--- src/rtl/counter_timer_ctrl.sv ---
// counter_timer_ctrl: sequences an external n-bit up/down counter as a
// programmable interval timer (one-shot or periodic) with done pulse and
// sticky irq.
// Optional build macro CNT_CTRL_PRESCALE_EN adds a latched prescale input and
// a PS_W-bit prescaler that slows counting in RUN.
module counter_timer_ctrl #(
    parameter int unsigned n = 4
`ifdef CNT_CTRL_PRESCALE_EN
    , parameter int unsigned PS_W = 4
`endif
) (
    input  logic          clk,
    input  logic          res,
    input  logic          start,
    input  logic          stop,
    input  logic          mode_periodic,
    input  logic          dir_up,
    input  logic [n-1:0]  limit,
`ifdef CNT_CTRL_PRESCALE_EN
    input  logic [PS_W-1:0] prescale,
`endif
    input  logic          irq_clr,
    input  logic [n-1:0]  count,
    output logic          cnt_en,
    output logic          cnt_up,
    output logic          cnt_load,
    output logic [n-1:0]  cnt_set,
    output logic          busy,
    output logic          done,
    output logic          irq
);

    typedef enum logic [1:0] {
        IDLE = 2'd0,
        LOAD = 2'd1,
        RUN  = 2'd2
    } state_t;

    state_t       state;
    state_t       state_nxt;
    logic         dir_q;
    logic         mode_q;
    logic [n-1:0] limit_q;
    logic         irq_q;
    logic [n-1:0] term;
    logic         at_term;
    logic         tick;
    logic         launch;

`ifdef CNT_CTRL_PRESCALE_EN
    logic [PS_W-1:0] prescale_q;
    logic [PS_W-1:0] ps;
`endif

    assign term    = dir_q ? limit_q : '0;
    assign at_term = (count == term);
    assign launch  = (state == IDLE) && start && !stop;

    // Direction and load value come from the latched run settings so the
    // counter sees a stable direction before LOAD.
    assign cnt_up  = dir_q;
    assign cnt_set = dir_q ? '0 : limit_q;
    assign irq     = irq_q;

`ifdef CNT_CTRL_PRESCALE_EN
    assign tick = (ps == prescale_q);
`else
    assign tick = 1'b1;
`endif

    // State register
    always_ff @(posedge clk or posedge res) begin
        if (res) begin
            state <= IDLE;
        end else begin
            state <= state_nxt;
        end
    end

    // Run settings captured on an accepted start; ignored while busy
    always_ff @(posedge clk or posedge res) begin
        if (res) begin
            dir_q   <= 1'b0;
            mode_q  <= 1'b0;
            limit_q <= '0;
        end else if (launch) begin
            dir_q   <= dir_up;
            mode_q  <= mode_periodic;
            limit_q <= limit;
        end
    end

    // Sticky interrupt: a terminal cycle overrides a simultaneous clear
    always_ff @(posedge clk or posedge res) begin
        if (res) begin
            irq_q <= 1'b0;
        end else if (done) begin
            irq_q <= 1'b1;
        end else if (irq_clr) begin
            irq_q <= 1'b0;
        end
    end

`ifdef CNT_CTRL_PRESCALE_EN
    // Prescaler: cleared in LOAD, wraps on each tick during RUN
    always_ff @(posedge clk or posedge res) begin
        if (res) begin
            prescale_q <= '0;
            ps         <= '0;
        end else begin
            if (launch) begin
                prescale_q <= prescale;
            end
            if (state == LOAD) begin
                ps <= '0;
            end else if (state == RUN) begin
                ps <= tick ? '0 : ps + 1'b1;
            end
        end
    end
`endif

    // Next-state and counter control; cnt_en is gated combinationally so the
    // counter never steps past the terminal value
    always_comb begin
        state_nxt = state;
        cnt_en    = 1'b0;
        cnt_load  = 1'b0;
        busy      = 1'b0;
        done      = 1'b0;
        case (state)
            IDLE: begin
                if (launch) begin
                    state_nxt = LOAD;
                end
            end
            LOAD: begin
                busy      = 1'b1;
                cnt_load  = 1'b1;
                cnt_en    = 1'b1;
                state_nxt = stop ? IDLE : RUN;
            end
            RUN: begin
                busy   = 1'b1;
                cnt_en = !at_term && !stop && tick;
                if (stop) begin
                    state_nxt = IDLE;
                end else if (at_term) begin
                    done      = 1'b1;
                    state_nxt = mode_q ? LOAD : IDLE;
                end
            end
            default: begin
                state_nxt = IDLE;
            end
        endcase
    end

endmodule

--- config.mk ---
export PLATFORM = sky130hd
export DESIGN_NAME = counter_timer_ctrl
export DESIGN_NICKNAME = d
export VERILOG_FILES = /design/src/rtl/counter_timer_ctrl.sv
export SDC_FILE = /design/constraint.sdc
export NUM_CORES = 1
export LEC_CHECK = 0
export CORE_MARGIN = 4
export CORE_UTILIZATION = 30
export CTS_BUF_LIST = sky130_fd_sc_hd__clkbuf_4 sky130_fd_sc_hd__clkbuf_8 sky130_fd_sc_hd__clkbuf_16
export CTS_CLUSTER_SIZE = 28
export DETAILED_ROUTE_END_ITERATION = 6
export SLEW_MARGIN = 20
export SYNTH_ARGS = -nofsm -noshare
export SYNTH_HDL_FRONTEND = slang
export SYNTH_SLANG_ARGS = --single-unit
--- constraint.sdc ---
create_clock -name clk -period 1.6 [get_ports clk]
set_input_delay 0.16 -clock clk [delete_from_list [all_inputs] [get_ports clk]]
set_output_delay 0.16 -clock clk [all_outputs]
set_load 0.005 [all_outputs]
==> results of run 1 <==
-- layer usage --
metal / GRT usage, % / up-vias / share of wire (%) / routed length [um]
met2: 21.6 / 12 / 50 / 784
li1: - / 310 / - / -
met5: 0 / - / 0 / 0
met1: 15.3 / 289 / 44 / 690
met4: 7.23 / 0 / 1.9 / 30
met3: 2.54 / 4 / 4.1 / 64
-- final cells by class --
cell class | instances | area, um2
inverters | 5 | 21.3
multi-input cells | 43 | 427
clock buffers | 4 | 30.0
fillers | 176 | 823
flip-flops and latches | 9 | 226
well taps | 27 | 33.8
repair buffers | 44 | 380
-- power groups by stage --
stage	registers, mW	logic, mW	clock network (mW)
4_1_cts	0.425	1.16	0.198
6_report	0.427	1.19	0.185
5_1_grt	0.444	1.31	0.217
3_5_place_dp	0.430	1.06	0
2_1_floorplan	0.411	0.479	0
3_3_place_gp	0.430	1.04	0
-- timing repair --
action | 4_1_cts | 5_1_grt
setup buffers | 3 | 1
endpoints found under the setup margin | 10 | 6
gates resized for setup | 24 | 5
pin swaps | 4 | 6
-- cells in the mapped netlist, drive strengths merged --
library cell  count  share of area (%)
o2bb2ai           1                1.4
a31oi             1                1.0
or3               1                1.0
o21a              2                2.4
o311a             2                3.3
nand3             3                2.4
o22a              2                2.9
nor2b             5                5.1
nor2              2                1.2
ha                4                8.2
inv               5                3.1
a221oi            2                3.9
dfrtp             9                 37
mux2i             1                1.6
nand2             2                1.2
nor3              1               0.82
a21boi            1                1.2
nand4b            2                2.9
mux2              7                 13
o22ai             2                2.0
buf               1                1.8
xor2              2                2.9
-- worst paths after layout --
check | startpoint | endpoint | slack [ns] | cells past startpoint
max | limit_q[2] | state[0] | -0.24 | 6
min | res | mode_q | 0.17 | 2
max reg2reg | limit_q[2] | state[0] | -0.24 | 6
min reg2reg | mode_q | mode_q | 0.52 | 1
max in group asynchronous | res | cnt_up | 1.16 | 2
min in group clk | irq_clr | irq | 0.50 | 2
-- registers in the layout, indices dropped and copies added, names as in the netlist --
signal,flops
cnt_up,1
irq,1
state,2
limit_q,4
mode_q,1
-- cell families after synthesis --
logic type	synth area share, %
simple gates	14.7
fa+ha+maj	8.16
flops	36.7
mux	14.5
xor+xnor	2.86
compound gates	18.2
buf+inv	4.90
-- stage by stage --
stage | area [um2] | hold WS (ns) | util [%] | power [mW]
after floorplan | 613 | -0.0121 | - | 0.890
after global placement | 996 | 0.450 | 51.3 | 1.47
after detailed placement | 996 | 0.451 | 51.3 | 1.49
after CTS | 1100 | 0.170 | 56.5 | 1.79
after global routing | 1120 | 0.178 | 57.6 | 1.97
final | 1120 | 0.166 | 57.6 | 1.80
==> results.md, run 1 <==
- Outcome: finished with violations
- Violated checks: setup timing
- Mapped cell area: 613 um2
- Worst path slowest cell: dfrtp_1
- Global-route wire length before repair: 2.66 mm
- FF+latch count, synth: 9
- CTS buffer count: 3
- Worst setup path class: reg2reg
- Clock skew: 0.00340 ns
- Root Driver: clkbuf_4
- Vias in the first global route: 630
- Endpoint class of the critical path: register
- Clk sink count: 9
- Post-DP HPWL: 1.29 mm
- PnR worst setup slack: -0.241 ns
- Port Buffer Count: 24
- Startpoint Class: register
- Measured slew at the worst slew-check pin: 0.342 ns
- Sequential power share: 23.7%
- RSZ-0062 raised after global routing: true
- Yosys warns: 0
- Diodes inserted: 0
- Hold Crit Class: in2async
- Clock tree buffer depth: 2
- Mapped Cells: 58
- Max Fclk: 543 MHz
- Switching Fraction: 33.4%
- Internal: 1.20 mW
- Routability cong.: 0.802
- Cell leakage power: 0.511 nW
- Cell Count, Final, Fillers Out: 132
- Total global routing overflow: 0
- Headroom to the max-slew limit: 77.0%
- H-tree depth: 1
- Post-synthesis sequential area ratio: 36.7%
- Critical Path Fanout Max: 3
- Worst Path Buf+Inv: 2
- P_sw: 0.603 mW
- Most common cell after layout, fill and taps aside: buf_4
- CP max stage delay: 0.41 ns
- Initial DRT Pass Iterations: 3
- Post-DR vias/cell: 4.66
- Placed insts: 124
- Clock Latency Late Sink: 0.25 ns
- Clk pwr share: 10.2%
- Min cycle time layout: 1.84 ns
- Synth unique cells: 24
- Vias: 615
- Syn_nets: 77
- Final setup violation count: 4
- # Max-Cap Violations: 0
- Slew Limit Fails: 0
- NumNets Final: 125
- Family with the most delay on the worst path: compound AO/OA/AOI/OAI gates
- Combinational Power Share: 66.0%
- Worst-path cell chain: buf_6 -> nand4b_1 -> o22a_1 -> buf_4 -> a221oi_4 -> mux2_4
- Hold Fails Final Rpt: 0
- PwrDens: 1610 mW/mm2
- Rows: 16
- Most frequent cells in the layout: buf_4 (19), clkdlybuf4s50_1 (15), dfrtp_1 (8)
- Worst VDD drop: 0.00104 V
- Largest net degree at the start of global routing: 10
- Worst EP required: 1.74 ns
- CTS tree: done
- WP data arrival: 1.98 ns
- Avg Inst Size Synth: 10.6 um2
- Final wirelength: 1.57 mm
- Crit share post-route: 115%
- Hold Buf Count CTS: 0
- Setup TNS: -0.778 ns
- Area growth, synth to finish: 82.4%
- Share of layout cells above drive strength 1: 40.0%
- Total track usage: 13.0%
- Place WS: -0.455 ns
- WL/cell: 11.9 um
- Starting DRT DRC Count: 3
- Initial antenna violation count: 0
- Initial core utilization: 31.6%
- Placeable Area: 0.00194 mm2
- I/O pin cnt: 25
- Clk pin slew, worst setup/hold paths: 0.06 ns
- Die area: 0.00283 mm2
- DIE WIDTH: 53.2 um
- Drt drc: 0
- Post-DRT Antenna Nets: 0
- Die Y: 53.2 um
Power figures use the tool's default switching activity.
==> run 2, diff against run 1 <==
--- a/config.mk
+++ b/config.mk
@@ -10,6 +10,7 @@
 export CTS_BUF_LIST = sky130_fd_sc_hd__clkbuf_4 sky130_fd_sc_hd__clkbuf_8 sky130_fd_sc_hd__clkbuf_16
 export CTS_CLUSTER_SIZE = 28
 export DETAILED_ROUTE_END_ITERATION = 6
+export SKIP_CTS_REPAIR_TIMING = 1
 export SLEW_MARGIN = 20
 export SYNTH_ARGS = -nofsm -noshare
 export SYNTH_HDL_FRONTEND = slang
==> run 2 against run 1 <==
Against the previous run:
- the flow still finishes with violations (setup timing)
- maximum frequency rose by 0.52%
- total power rose by 3.7%
- cell count rose by 2.3%
- sequential cell count did not move
- largest power group unchanged
- critical path depth fell by 1
==> results.md, run 2 (synthesized netlist as in run 1, its figures left out) <==
- Measured slew at the worst slew-check pin: 0.342 ns (about the same)
- # Max-Cap Violations: 0 (unchanged)
- WL/cell: 12.0 um (was 11.9 um)
- Starting DRT DRC Count: 5 (was 3)
- Initial core utilization: 31.6% (unchanged)
- Dpl cell area: 996 um2 (unchanged)
- Vias: 632 (was 615)
- Root Driver: clkbuf_4 (unchanged)
- Clk sink count: 9 (unchanged)
- Global-route wire length before repair: 2.48 mm (was 2.66 mm)
- Max Fclk: 546 MHz (was 543 MHz)
- Most frequent cells in the layout: buf_4 (21), clkdlybuf4s50_1 (16), dfrtp_1 (8) (was buf_4 (19), clkdlybuf4s50_1 (15), dfrtp_1 (8))
- WP data arrival: 1.97 ns (was 1.98 ns)
- Startpoint Class: register (unchanged)
- Drt drc: 0 (unchanged)
- Vias in the first global route: 585 (was 630)
- Total global routing overflow: 0 (unchanged)
- CTS buffer count: 3 (unchanged)
- Final wirelength: 1.62 mm (was 1.57 mm)
- PwrDens: 1630 mW/mm2 (was 1610 mW/mm2)
- Crit share post-route: 114% (was 115%)
- Sequential power share: 22.9% (was 23.7%)
- Routability cong.: 0.802 (unchanged)
- Cell leakage power: 0.577 nW (was 0.511 nW)
- Clock tree buffer depth: 2 (unchanged)
- I/O pin cnt: 25 (unchanged)
- Hold Crit Class: in2async (unchanged)
- PnR worst setup slack: -0.232 ns (was -0.241 ns)
- Internal: 1.26 mW (was 1.20 mW)
- R2R setup slack: -0.23 ns (was -0.24 ns)
- P_sw: 0.611 mW (was 0.603 mW)
- Violated checks: setup timing (unchanged)
- Critical Path Fanout Max: 4 (was 3)
- Clk pwr share: 9.9% (was 10.2%)
- Max reg flops: 4 (unchanged)
- Clock skew: 0.00288 ns (was 0.00340 ns)
- DIE WIDTH: 53.2 um (unchanged)
- Largest net degree at the start of global routing: 10 (unchanged)
- Clk pin slew, worst setup/hold paths: 0.06 ns (about the same)
- Diodes inserted: 0 (unchanged)
- Die area: 0.00283 mm2 (unchanged)
- Area growth, synth to finish: 87.6% (was 82.4%)
- Fillers: 170 (was 176)
- Share of layout cells above drive strength 1: 40.7% (was 40.0%)
- Total track usage: 12.0% (was 13.0%)
- Overall power: 1.87 mW (was 1.80 mW)
- Hold Fails Final Rpt: 0 (unchanged)
- Most common cell after layout, fill and taps aside: buf_4 (unchanged)
- Min cycle time layout: 1.83 ns (was 1.84 ns)
- Largest Register: limit_q (unchanged)
- Endpoint class of the critical path: register (unchanged)
- RSZ-0062 raised after global routing: true (unchanged)
- Combinational Power Share: 67.2% (was 66.0%)
- Initial antenna violation count: 0 (unchanged)
- Post-DRT Antenna Nets: 0 (unchanged)
- Placed insts: 124 (unchanged)
- Slew Limit Fails: 0 (unchanged)
- Cell Count, Final, Fillers Out: 135 (was 132)
- Headroom to the max-slew limit: 77.0% (about the same)
- Switching Fraction: 32.7% (was 33.4%)
- Post-DR vias/cell: 4.68 (was 4.66)
- Worst VDD drop: 0.00101 V (was 0.00104 V)
- Biggest registers after layout: limit_q x4, state x2 (unchanged)
- Rows: 16 (unchanged)
- Initial DRT Pass Iterations: 4 (was 3)
- Outcome: finished with violations (unchanged)
- NumNets Final: 128 (was 125)
- CTS tree: done (unchanged)
- Worst setup path class: reg2reg (unchanged)
- Placeable Area: 0.00194 mm2 (unchanged)
- Die Y: 53.2 um (unchanged)
- Design Area, Final: 0.00115 mm2 (was 0.00112 mm2)
- Worst EP required: 1.74 ns (about the same)
- H-tree depth: 1 (unchanged)
- Final setup violation count: 4 (unchanged)
- Clock Latency Late Sink: 0.25 ns (about the same)
- Post-DP HPWL: 1.29 mm (unchanged)
- Port Buffer Count: 24 (unchanged)
run 2: final timing paths:
kind / start / endpoint / cells past startpoint
min reg2reg: mode_q / mode_q / 1
max: limit_q[2] / state[0] / 5
max reg2reg: limit_q[2] / state[0] / 5
min in group clk: irq_clr / irq / 2
min: res / mode_q / 2
max in group asynchronous: res / cnt_up / 2
run 2: routing by layer:
metal | wire, um | global-route usage [%] | share of wire [%] | up-vias
met5 | 0 | 0 | 0 | -
met3 | 74 | 2.25 | 4.6 | 2
met1 | 711 | 15.1 | 44 | 304
met2 | 817 | 19.0 | 50 | 10
li1 | - | - | - | 316
met4 | 16 | 6.38 | 0.99 | 0
run 2: final cells by class:
class                   count  area, um2  area share, %
repair buffers             47        425           37.0
multi-input cells          43        415           36.1
flip-flops and latches      9        226           19.7
inverters                   5       18.8           1.63
well taps                  27       33.8           2.94
clock buffers               4       30.0           2.61
run 2: power groups by stage:
stage | Combinational [mW] | Clock [mW] | Sequential (mW)
finish | 1.26 | 0.185 | 0.428
floorplan | 0.479 | 0 | 0.411
global placement | 1.04 | 0 | 0.430
CTS | 1.06 | 0.198 | 0.426
detailed placement | 1.06 | 0 | 0.430
global route | 1.38 | 0.217 | 0.441
run 2: critical path, stage by stage (launching register included):
cell and delay, ns:
dfrtp_1 0.42, o21a_1 0.22, o311a_1 0.32, buf_4 0.15, a221oi_4 0.29, mux2_4 0.33
run 2: metrics by stage:
stage	TNS (ns)	hold WS, ns	setup slack [ns]	util, %
final	-0.787	0.166	-0.232	59.2
after global placement	-1.46	0.450	-0.444	51.3
after detailed placement	-1.49	0.451	-0.455	51.3
after floorplan	-0.0797	-0.0121	-0.0797	-
after CTS	-2.29	0.170	-0.577	52.8
after global routing	-1.07	0.178	-0.284	59.2
